### config.mk
export PLATFORM = sky130hd
export DESIGN_NAME = synth_step_sequencer
export DESIGN_NICKNAME = d
export VERILOG_FILES = /design/src/rtl/synth_step_sequencer.sv
export SDC_FILE = /design/constraint.sdc
export NUM_CORES = 1
export LEC_CHECK = 0
export BUFFER_PORTS_ARGS = -buffer_cell sky130_fd_sc_hd__buf_2
export CAP_MARGIN = 20
export CORE_AREA = 8 8 176 178
export CTS_CLUSTER_SIZE = 40
export DETAILED_ROUTE_END_ITERATION = 8
export DIE_AREA = 0 0 184 186
export PLACE_DENSITY_LB_ADDON = 0.25
export SETUP_SLACK_MARGIN = 0.15
export SYNTH_ARGS = -nofsm -noshare
export SYNTH_HDL_FRONTEND = slang
export SYNTH_SLANG_ARGS = --single-unit
### constraint.sdc
create_clock -name clk -period 2.46 [get_ports clk]
set_clock_uncertainty 0.1 [all_clocks]
set_input_delay 0 -clock clk [delete_from_list [all_inputs] [get_ports clk]]
set_output_delay 0 -clock clk [all_outputs]
set_load 0.02 [all_outputs]
### src/rtl/synth_step_sequencer.sv
// synth_step_sequencer: pattern step sequencer sharing the config byte bus with a host write port
module synth_step_sequencer #(
  parameter int NUM_STEPS  = 16,
  parameter int TEMPO_BITS = 16,
  parameter int CFG_BYTES  = 6,
  localparam int SW = $clog2(NUM_STEPS)
) (
  input  logic                  clk,
  input  logic                  rst_n,
  input  logic                  ena,
  input  logic                  run,
  input  logic [TEMPO_BITS-1:0] tempo,
  input  logic [SW-1:0]         length,
  input  logic                  pat_we,
  input  logic [SW-1:0]         pat_addr,
  input  logic [15:0]           pat_data,
  input  logic                  host_valid,
  output logic                  host_ready,
  input  logic [2:0]            host_addr,
  input  logic [7:0]            host_data,
  output logic [7:0]            cfg_data,
  output logic [CFG_BYTES-1:0]  cfg_en,
  output logic [SW-1:0]         step_idx,
  output logic                  step_pulse
);
  typedef enum logic [1:0] {IDLE, WR_LO, WR_HI, WAIT} state_t;

  state_t                r_state, w_next;
  logic [15:0]           r_mem [NUM_STEPS];
  logic [7:0]            r_hold;
  logic [TEMPO_BITS-1:0] r_tick;
  logic [SW-1:0]         r_step;
  logic [7:0]            r_cfg_data;
  logic [CFG_BYTES-1:0]  r_cfg_en;
  logic                  r_pulse;
  logic                  w_host_ready, w_host_wr, w_host_ok;

  // The two sequencer write cycles own the bus; the host may write at any other time.
  assign w_host_ready = (r_state != WR_LO) && (r_state != WR_HI);
  assign w_host_wr    = host_valid && w_host_ready;
  assign w_host_ok    = 32'(host_addr) < CFG_BYTES;

  assign host_ready = w_host_ready;
  assign cfg_data   = r_cfg_data;
  assign cfg_en     = r_cfg_en;
  assign step_idx   = r_step;
  assign step_pulse = r_pulse;

  // Pattern memory: unreset storage, writable in every state.
  always_ff @(posedge clk) begin
    if (pat_we) r_mem[pat_addr] <= pat_data;
  end

  // Next-state logic; a byte-0 write always proceeds to byte-1 regardless of run.
  always_comb begin
    w_next = r_state;
    unique case (r_state)
      IDLE:    w_next = run ? WR_LO : IDLE;
      WR_LO:   w_next = WR_HI;
      WR_HI:   w_next = run ? WAIT : IDLE;
      default: w_next = !run ? IDLE : (r_tick == '0 ? WR_LO : WAIT);
    endcase
  end

  // State register, frozen while ena is low.
  always_ff @(posedge clk) begin
    if (!rst_n) r_state <= IDLE;
    else if (ena) r_state <= w_next;
  end

  // Step/tempo counters, sequencer byte writes and the host write path.
  always_ff @(posedge clk) begin
    if (!rst_n) begin
      r_step     <= '0;
      r_tick     <= '0;
      r_hold     <= '0;
      r_cfg_data <= '0;
      r_cfg_en   <= '0;
      r_pulse    <= 1'b0;
    end else begin
      r_pulse  <= ena && (r_state == WR_LO);
      r_cfg_en <= '0;
      if (ena) begin
        if (r_state == IDLE && run) r_step <= '0;
        if (r_state == WR_HI && run) r_tick <= tempo;
        if (r_state == WAIT && run) begin
          if (r_tick != '0) r_tick <= r_tick - 1'b1;
          else r_step <= (r_step >= length) ? '0 : r_step + 1'b1;
        end
        if (r_state == WR_LO) begin
          r_cfg_data <= r_mem[r_step][7:0];
          r_hold     <= r_mem[r_step][15:8];
          r_cfg_en   <= CFG_BYTES'(1);
        end
        if (r_state == WR_HI) begin
          r_cfg_data <= r_hold;
          r_cfg_en   <= CFG_BYTES'(2);
        end
      end
      if (w_host_wr && w_host_ok) begin
        r_cfg_data <= host_data;
        r_cfg_en   <= CFG_BYTES'(1) << host_addr;
      end
    end
  end
endmodule

==> metrics.md, run 1 <==
| Metric | Value |
|---|---|
| Max-slew violations | 0 |
| Register area | 8677 sq um |
| Drt first pass iters | 5 |
| Post-route DRC | 0 |
| Async SR Flop Fraction | 0% |
| Routed metal-1 wirelength | 13.21 mm |
| Worst path slowest cell | nor4b_1 |
| Final Hold Vio Count | 0 |
| IO Port Bufs | 76 |
| Iteration-0 DRC count of the detailed router | 762 |
| Syn_area_per_cell | 16.71 sq um |
| CP bufs+invs | 0 |
| Post-DRT Antenna Nets | 0 |
| Mapped Area | 12430 sq um |
| IO Count | 77 |
| Share of layout cells above drive strength 1 | 30.15% |
| RSZ-0062 raised after global routing | false |
| Max VDD drop | 0.5637 mV |
| Crit path DAT | 2480 ps |
| Worst Tran Pin Value | 1015 ps |
| Synthesized Nets | 814 |
| Initial core utilization | 44.02% |
| Total track usage | 17.16% |
| #FFs+latches synth | 305 |
| Pin count of the biggest net entering global routing | 36 |
| Min Hold Slack | 54.30 ps |
| Via count | 7288 |
| CP Launch Type | register |
| Die boundary height | 186 um |
| R2R Path Start | r_tick[3] |
| Drt total wl | 28.77 mm |
| Metal3 WL | 2.015 mm |
| FMAX | 452.3 MHz |
| Post-synth EDFFs | 256 |
| RePlAce Congestion | 0.8603 |
| Clk Tree Root Cell | clkbuf_16 |
| Minimum clock period | 2211 ps |
| Setup violators final | 0 |
| Final-stage net count | 989 |
| Worst path max stage delay | 430 ps |
| H-tree levels | 2 |
| Skew-Pair Late Insertion Delay | 510 ps |
| CTS max path bufs | 3 |
| Leak | 0.005220 uW |
| Register area share after synthesis | 69.73% |
| Worst Hold Launch | pat_addr[1] |
| Antenna violations before repair | 1 |
| Overall die area | 34220 sq um |
| Distinct cells, synth | 57 |
| Worst setup EP type | register |
| Utilization after layout | 53.93% |
| Metal2 WL | 13.09 mm |
| Setup CP Type | register to register |
| Chip width | 184 um |
| Reg clk slew, reported paths | 60 ps |
| Avg WL per Cell | 21.70 um |
| Row count | 62 |
| Multi-input gate area | 3586 sq um |
| First-pass GRT wire length | 44.53 mm |
| Vias per cell | 5.496 |
| Crit path from | r_tick[3] |
| Placed wire-length estimate | 18.35 mm |
| Filler Cell Count | 2253 |
| Pwr dens | 750.0 nW/um^2 |
| TritonCTS buffer count | 34 |
| CTS tree | yes |
| Vias in the first global route | 7442 |
| Setup TNS Final | 0 ps |
| # diodes | 0 |
| # clock sinks | 305 |
| Crit path max-delay family | simple AND/OR/NAND/NOR gates |
| Status | finished clean |
| Grt ovf | 0 |
| Hold Path Class | input port to register |
| Core Box Area | 28240 sq um |
| Final worst-path cycle share | 89.88% |
| Area grow syn2layout | 22.50% |
| Synth warn | 0 |
| CP required | 2730 ps |
| Setup ws final | 249.0 ps |
| Worst rel slew slack | 32.06% |
| DR top layer | met5 |
| MaxCap Viol Count | 0 |
| Top_reg_cell synth | edfxtp_1 |
| Cell chain of the critical path | or3_4 > nor2_1 > a21oi_4 > nor4b_1 > a311oi_1 |
| Cells after Synth | 744 |
| Pre-CTS setup slack | 203.7 ps |
| Max FO, Critical Path | 17 |
[routing by layer]
metal	track usage, %	up-vias
met5	0	-
met2	26.56	248
met4	4.130	2
met3	4.119	31
met1	24.20	3673
li1	-	3334
[power breakdown]
part | total [uW] | internal [uW] | switching [uW]
Clock | 5030 | 3040 | 2000
Sequential | 5760 | 5710 | 47.9
Combinational | 625 | 261 | 364
Total | 11400 | 9010 | 2410
[synthesized netlist by cell type (3+ instances only)]
master / instances / area share, %
a311oi_1: 3 / 0.21
nand4b_1: 3 / 0.21
a31oi_1: 3 / 0.15
mux4_2: 64 / 12
a32oi_1: 3 / 0.21
inv_1: 15 / 0.45
ha_1: 13 / 1.3
o221a_2: 5 / 0.45
xor2_1: 4 / 0.28
nand2b_1: 6 / 0.30
a21o_1: 3 / 0.18
and3_1: 5 / 0.25
edfxtp_1: 256 / 62
o21ai_0: 38 / 1.5
nor4_1: 4 / 0.20
a22o_1: 8 / 0.56
nor2b_1: 8 / 0.40
nor2_1: 39 / 1.2
clkbuf_1: 23 / 0.69
mux2_2: 6 / 0.54
dfxtp_1: 49 / 7.9
mux2i_1: 17 / 1.4
nand4_1: 8 / 0.40
a21oi_1: 13 / 0.52
buf_2: 9 / 0.36
nor3_1: 28 / 1.1
a221oi_1: 11 / 0.78
and2_1: 6 / 0.30
nand2_1: 37 / 1.1
nand3_1: 22 / 0.89
[registers in the layout (all words and copies together) (netlist names), named ones only]
signal and flops:
cfg_data 8, cfg_en 6, step_idx 4, r_tick 16, step_pulse 1, r_mem 256, r_state 2, r_hold 8
[cell type report]
| type | instances | share of cell area [%] |
|---|---|---|
| Clock buffer | 39 | 5.850 |
| Clock inverter | 20 | 1.495 |
| Inverter | 15 | 0.3698 |
| Multi-Input combinational cell | 386 | 23.55 |
| Sequential cell | 305 | 56.98 |
| Tap cell | 384 | 3.155 |
| Timing Repair Buffer | 177 | 8.595 |
[worst reg2reg max path, cell delays in order, from the launching register on]
cell      delay, ps
dfxtp_1         390
or3_4           430
nor2_1          410
a21oi_4         240
nor4b_1         430
a311oi_1         90
[path summary, 6_finish.rpt]
path | endpoint | slack [ps] | depth (start not counted)
worst min register to register | r_hold[7] | 380 | 2
worst min-delay path | r_mem[12][11] | 50 | 3
worst max register to register | r_tick[1] | 250 | 5
worst max-delay path | r_tick[1] | 250 | 5
[per-stage QoR]
stage	std cells	total power, uW	instance area, sq um
after detailed placement	1213	6429	13560
after global routing	1326	11780	15230
after floorplan	744	6175	12430
after CTS	1322	11510	15170
final	1326	11420	15230
after global placement	1213	6418	13560
[cells by family (layout without fill, tap and decap cells)]
logic type	Yosys count	after routing	share of synthesized area, %
buf+inv	53	251	1.872
compound gates	99	99	5.576
xor+xnor	5	5	0.3523
simple gates	182	182	7.650
mux	87	87	13.51
fa+ha+maj	13	13	1.309
flops	305	305	69.73
[what timing repair did]
item / in CTS / in global routing
endpoints found under the hold margin: 296 / 0
setup buffers: 0 / 4
resized for setup: 0 / 7
setup endpoints to repair: 0 / 12
hold buffers: 50 / 0
[layout by cell type (no fill, tap or decap), types with 6 or more instances in the layout]
cell and count:
a21oi_1 12, a221oi_1 11, a22o_1 8, and2_1 6
buf_2 76, buf_4 48, clkbuf_16 35, clkinv_1 6
dfxtp_1 44, dlygate4sd3_1 50, edfxtp_1 256, ha_1 13
inv_1 15, mux2_2 6, mux2i_1 17, mux4_2 64
nand2_1 37, nand2b_1 6, nand3_1 22, nand4_1 8
nor2_1 29, nor2_2 11, nor2b_1 8, nor3_1 24
o21ai_0 38
(Power assumes the default switching activity.)
==> run 2, diff against run 1 <==
Settings changed: CORE_AREA 8 8 176 178 to 8 8 153 155, DIE_AREA 0 0 184 186 to 0 0 161 163.
==> run 2 against run 1 <==
Global-route usage up 5.4 points. Largest power group unchanged. Hold slack worse by 36 ps. Wire length grew 3.0%. Clock-buffer cell count increased by 1. Sequential power about the same. Die area down 23%. Non-clock buffer count decreased by 1. Total power shrank 6.4%.
==> metrics.md, run 2 (synthesis results as in run 1) <==
| Metric | Value |
|---|---|
| Via count | 7665 (+5.2%) |
| Cell chain of the critical path | nor4_4 > and4b_2 > a21oi_4 > buf_12 > buf_12 > and3_1 > nor3_1 |
| Post-DRT Antenna Nets | 0 (unchanged) |
| Skew-Pair Late Insertion Delay | 540 ps (+30 ps) |
| Setup ws final | 288.4 ps (+39.38 ps) |
| Max VDD drop | 0.4762 mV (-16%) |
| Setup violators final | 0 (unchanged) |
| Worst rel slew slack | 40.53% (+8.5 points) |
| Worst path slowest cell | nor4_4 |
| FMAX | 460.5 MHz (+1.8%) |
| Die boundary height | 163 um (-12%) |
| Worst Tran Pin Value | 890.2 ps (-125.1 ps) |
| Max-slew violations | 0 (unchanged) |
| Setup CP Type | register to register |
| Minimum clock period | 2172 ps (-39.38 ps) |
| Setup TNS Final | 0 ps (unchanged) |
| CP Launch Type | register |
| Status | finished clean |
| Post-route DRC | 0 (unchanged) |
| # clock sinks | 305 (unchanged) |
| Avg WL per Cell | 24.50 um (+13%) |
| Pre-CTS setup slack | 152.9 ps (-50.79 ps) |
| Core Box Area | 20820 sq um (-26%) |
| Pwr dens | 717.3 nW/um^2 (-4.4%) |
| RePlAce Congestion | 0.8345 (-3.0%) |
| Final Cell Area | 14910 sq um (-2.1%) |
| RSZ-0062 raised after global routing | false |
| Hold Path Class | input port to register |
| Reg clk slew, reported paths | 60 ps (about the same) |
| Overall die area | 26240 sq um (-23%) |
| Commonest non-fill, non-tap cell in the layout | edfxtp_1 |
| CP bufs+invs | 2 (+2) |
| Placed wire-length estimate | 18.67 mm (+1.8%) |
| Reg with most FFs | r_mem |
| Grt met1 use | 30.13% (+5.9 points) |
| Initial core utilization | 59.70% (+16 points) |
| First-pass GRT wire length | 45.57 mm (+2.3%) |
| MaxCap Viol Count | 0 (unchanged) |
| Worst path max stage delay | 460 ps (+30 ps) |
| Final worst-path cycle share | 88.28% (-1.6 points) |
| Row count | 53 (-15%) |
| Chip width | 161 um (-13%) |
| CTS max path bufs | 3 (unchanged) |
| Vias per cell | 6.335 (+15%) |
| TritonCTS buffer count | 29 (-15%) |
| Filler Cell Count | 1278 (-43%) |
| Commonest cells after routing, fill and taps aside | edfxtp_1, buf_2, mux4_2 |
| Final Hold Vio Count | 0 (unchanged) |
| Crit path DAT | 2520 ps (+40 ps) |
| CP required | 2810 ps (+80 ps) |
| Gr busiest metal | met2 |
| IO Port Bufs | 76 (unchanged) |
| Most common cell on crit path | buf_12 |
| Vias in the first global route | 7813 (+5.0%) |
| Max FO, Critical Path | 14 (-3) |
| Area grow syn2layout | 19.91% |
| Post-Layout Cell Count | 1210 (-8.7%) |
| Leak | 0.005144 uW (-1.5%) |
| Share of layout cells above drive strength 1 | 29.09% (-1.1 points) |
| Crit path max-delay family | simple AND/OR/NAND/NOR gates |
| Placed cell area | 13410 sq um (-1.1%) |
| # diodes | 0 (unchanged) |
| IO Count | 77 (unchanged) |
| Top flop regs | r_mem x256, r_tick x16 |
| Iteration-0 DRC count of the detailed router | 727 (-4.6%) |
| Max reg flops | 256 (unchanged) |
| CTS tree | yes |
| Worst setup EP type | register |
| Cells after DPL | 1104 (-9.0%) |
| H-tree levels | 1 (-1) |
| Drt total wl | 29.65 mm (+3.0%) |
| Final-stage net count | 983 (-0.61%) |
| Total track usage | 22.59% (+5.4 points) |
| GR Layer Usage met3 | 4.929% (+0.81 points) |
| Pin count of the biggest net entering global routing | 33 (-8.3%) |
| Antenna violations before repair | 0 (-1) |
| Grt ovf | 0 (unchanged) |
| Clk Tree Root Cell | clkbuf_16 |
| Drt first pass iters | 5 (unchanged) |
| Routing usage on met2 | 36.65% (+10 points) |
run 2: metrics by stage:
stage          hold slack, ps  power (uW)  utilization, %
2_1_floorplan          -21.26        6175               -
3_3_place_gp            133.4        6403           64.39
3_5_place_dp            145.4        6437           64.39
4_1_cts                 2.862       10730           71.19
5_1_grt                 25.56       11000           71.58
6_report                18.76       10690           71.58
run 2: worst paths after layout:
path / from / to / slack [ps] / cells after the start
hold / removal: length[3] / register / 20 / 6
setup reg to reg: r_tick[6] / r_tick[6] / 290 / 7
setup / recovery: r_tick[6] / r_tick[6] / 290 / 7
hold reg to reg: r_hold[1] / r_hold[1] / 390 / 2
run 2: area by class of cell:
| type | count | area (sq um) | area share [%] |
|---|---|---|---|
| clock buffers | 40 | 827.0 | 5.549 |
| well taps | 275 | 344.1 | 2.308 |
| repair buffers | 176 | 1333 | 8.940 |
| flip-flops and latches | 305 | 8676 | 58.21 |
| clock inverters | 13 | 93.84 | 0.6296 |
| multi-input cells | 386 | 3576 | 23.99 |
| inverters | 15 | 56.30 | 0.3777 |
run 2: what timing repair did:
action / CTS / global route
pin swaps: 0 / 1
hold buffers: 49 / 0
resized for setup: 1 / 10
endpoints found under the hold margin: 294 / 0
endpoints found under the setup margin: 1 / 18
setup buffers: 0 / 4
run 2: report_power, final:
group,total (uW),internal [uW],switching [uW]
Sequential,5770,5710,52.3
Combinational,647,264,383
Clock,4280,2450,1830
Total,10700,8420,2270
run 2: tightest hold or removal path: stages:
cell and delay, ps:
buf_2 100, inv_1 50, ha_1 150, nor2b_1 50, nand4_1 120, o21ai_0 110
run 2: layer usage:
layer / vias up / part of all wire, %
met3: 60 / 9.3
met5: - / 0
li1: 3311 / -
met4: 0 / 2.3
met1: 3868 / 40
met2: 426 / 48
==> run 3, diff against run 2 <==
Settings changed: RECOVER_POWER set to 25.
==> run 3 against run 2 <==
Register-to-register slack about the same. First-iteration DRC count decreased by 3.3%. Hold slack improved by 2.2 ps. Via count decreased by 0.72%. Largest cell class unchanged.
==> metrics.md, run 3 (synthesis results as in run 1) <==
| Metric | Value |
|---|---|
| Worst rel slew slack | 41.65% (+1.1 points) |
| Grt ovf | 0 (unchanged) |
| Initial core utilization | 59.70% (unchanged) |
| Avg WL per Cell | 24.62 um (+0.47%) |
| Share of layout cells above drive strength 1 | 28.02% (-1.1 points) |
| Pin count of the biggest net entering global routing | 33 (unchanged) |
| Row count | 53 (unchanged) |
| Status | finished clean |
| NetSw | 2277 uW (+0.37%) |
| Reg with most FFs | r_mem |
| Final Cell Area | 14890 sq um (about the same) |
| Worst Tran Pin Value | 873.4 ps (-16.85 ps) |
| Max FO, Critical Path | 14 (unchanged) |
| Final Hold Vio Count | 0 (unchanged) |
| Net Sw Frac | 21.28% (+0.065 points) |
| Total track usage | 22.59% (unchanged) |
| Placed cell area | 13410 sq um (unchanged) |
| CTS max path bufs | 3 (unchanged) |
| WHS Path Cells | 6 (unchanged) |
| Via count | 7610 (-0.72%) |
| Final worst-path cycle share | 88.23% (about the same) |
| Drt first pass iters | 7 (+2) |
| R2R cell count | 7 (unchanged) |
| Utilization after layout | 71.52% (about the same) |
| Antenna violations before repair | 0 (unchanged) |
| Die boundary height | 163 um (unchanged) |
| Top flop regs | r_mem x256, r_tick x16 |
| Chip width | 161 um (unchanged) |
| IO Port Bufs | 76 (unchanged) |
| RSZ-0062 raised after global routing | false |
| Reg clk slew, reported paths | 60 ps (about the same) |
| Minimum clock period | 2170 ps (-1.122 ps) |
| Post-route DRC | 0 (unchanged) |
| Vias per cell | 6.289 (-0.72%) |
| Setup CP Type | register to register |
| Commonest non-fill, non-tap cell in the layout | edfxtp_1 |
| MaxCap Viol Count | 0 (unchanged) |
| Comb pwr share | 6.0% (about the same) |
| Drt total wl | 29.79 mm (+0.47%) |
| Max reg flops | 256 (unchanged) |
| Hold Path Class | input port to register |
| Core Box Area | 20820 sq um (unchanged) |
| Setup violators final | 0 (unchanged) |
| H-tree levels | 1 (unchanged) |
| Sequential share of power | 53.9% (about the same) |
| CP required | 2810 ps (about the same) |
| FMAX | 460.7 MHz (about the same) |
| Max VDD drop | 0.4812 mV (+1.1%) |
| Crit path DAT | 2520 ps (about the same) |
| CP Launch Type | register |
| Iteration-0 DRC count of the detailed router | 703 (-3.3%) |
| First-pass GRT wire length | 45.57 mm (unchanged) |
| Overall die area | 26240 sq um (unchanged) |
| Skew-Pair Late Insertion Delay | 540 ps (about the same) |
| Pwr dens | 718.3 nW/um^2 (+0.15%) |
| Clock Power Share | 40.1% (about the same) |
| Placed wire-length estimate | 18.67 mm (unchanged) |
| Clk Tree Root Cell | clkbuf_16 |
| TritonCTS buffer count | 29 (unchanged) |
| Min Hold Slack | 20.98 ps (+2.212 ps) |
| Area grow syn2layout | 19.81% (about the same) |
| # diodes | 0 (unchanged) |
| Pint | 8421 uW (about the same) |
| Worst setup EP type | register |
| Vias in the first global route | 7813 (unchanged) |
| # clock sinks | 305 (unchanged) |
| Post-DRT Antenna Nets | 0 (unchanged) |
| CTS tree | yes |
| IO Count | 77 (unchanged) |
| RePlAce Congestion | 0.8345 (unchanged) |
| Leak | 0.005117 uW (-0.54%) |
| Final-stage net count | 983 (unchanged) |
| Commonest cells after routing, fill and taps aside | edfxtp_1, buf_2, mux4_2 |
| Max-slew violations | 0 (unchanged) |
| Setup TNS Final | 0 ps (unchanged) |
[run 3: cell type report]
cell class / count / area (sq um)
clock buffers: 40 / 827.0
multi-input cells: 386 / 3576
well taps: 275 / 344.1
clock inverters: 13 / 93.84
fillers: 1284 / 5929
flip-flops and latches: 305 / 8676
repair buffers: 176 / 1320
inverters: 15 / 56.30
[run 3: final timing paths]
check                            endpoint  slack [ps]      start
worst max-delay path            r_tick[6]         290  r_tick[6]
worst min-delay path             register          20  length[3]
worst max register to register  r_tick[6]         290  r_tick[6]
worst min register to register  r_hold[2]         390  r_hold[2]
[run 3: critical path: stages (launching register included)]
cell and delay, ps:
dfxtp_1 380, nor4_4 460, and4b_2 400, a21oi_4 90
buf_12 170, buf_12 130, and3_1 150, nor3_1 200
[run 3: per-layer routing]
| metal | global-route usage [%] | vias up | wire, um |
|---|---|---|---|
| li1 | - | 3314 | - |
| met1 | 30.13 | 3821 | 12020 |
| met2 | 36.65 | 411 | 14340 |
| met3 | 4.929 | 64 | 2748 |
| met4 | 7.407 | 0 | 679 |
| met5 | 0 | - | 0 |
[run 3: power groups by stage]
stage                     sequential (uW)  combinational, uW  clock [uW]
after global routing                 5770                700        4530
after detailed placement             5870                564           0
after global placement               5860                539           0
final                                5770                645        4290
after CTS                            5760                630        4330
after floorplan                      5880                298           0
[run 3: what timing repair did]
| item | CTS | global route |
|---|---|---|
| pin swaps | 0 | 1 |
| hold buffers | 49 | 0 |
| setup buffers | 0 | 4 |
| cloned | 0 | 0 |
| endpoints found under the setup margin | 1 | 18 |
| resized for setup | 1 | 10 |
| endpoints found under the hold margin | 294 | 0 |
[run 3: stage by stage]
stage	setup WS, ps	total power [uW]	instances
after floorplan	270.3	6175	744
after global placement	235.2	6403	1104
after detailed placement	152.9	6437	1104
after CTS	166.7	10730	1206
after global routing	179.9	11000	1210
final	289.5	10700	1210
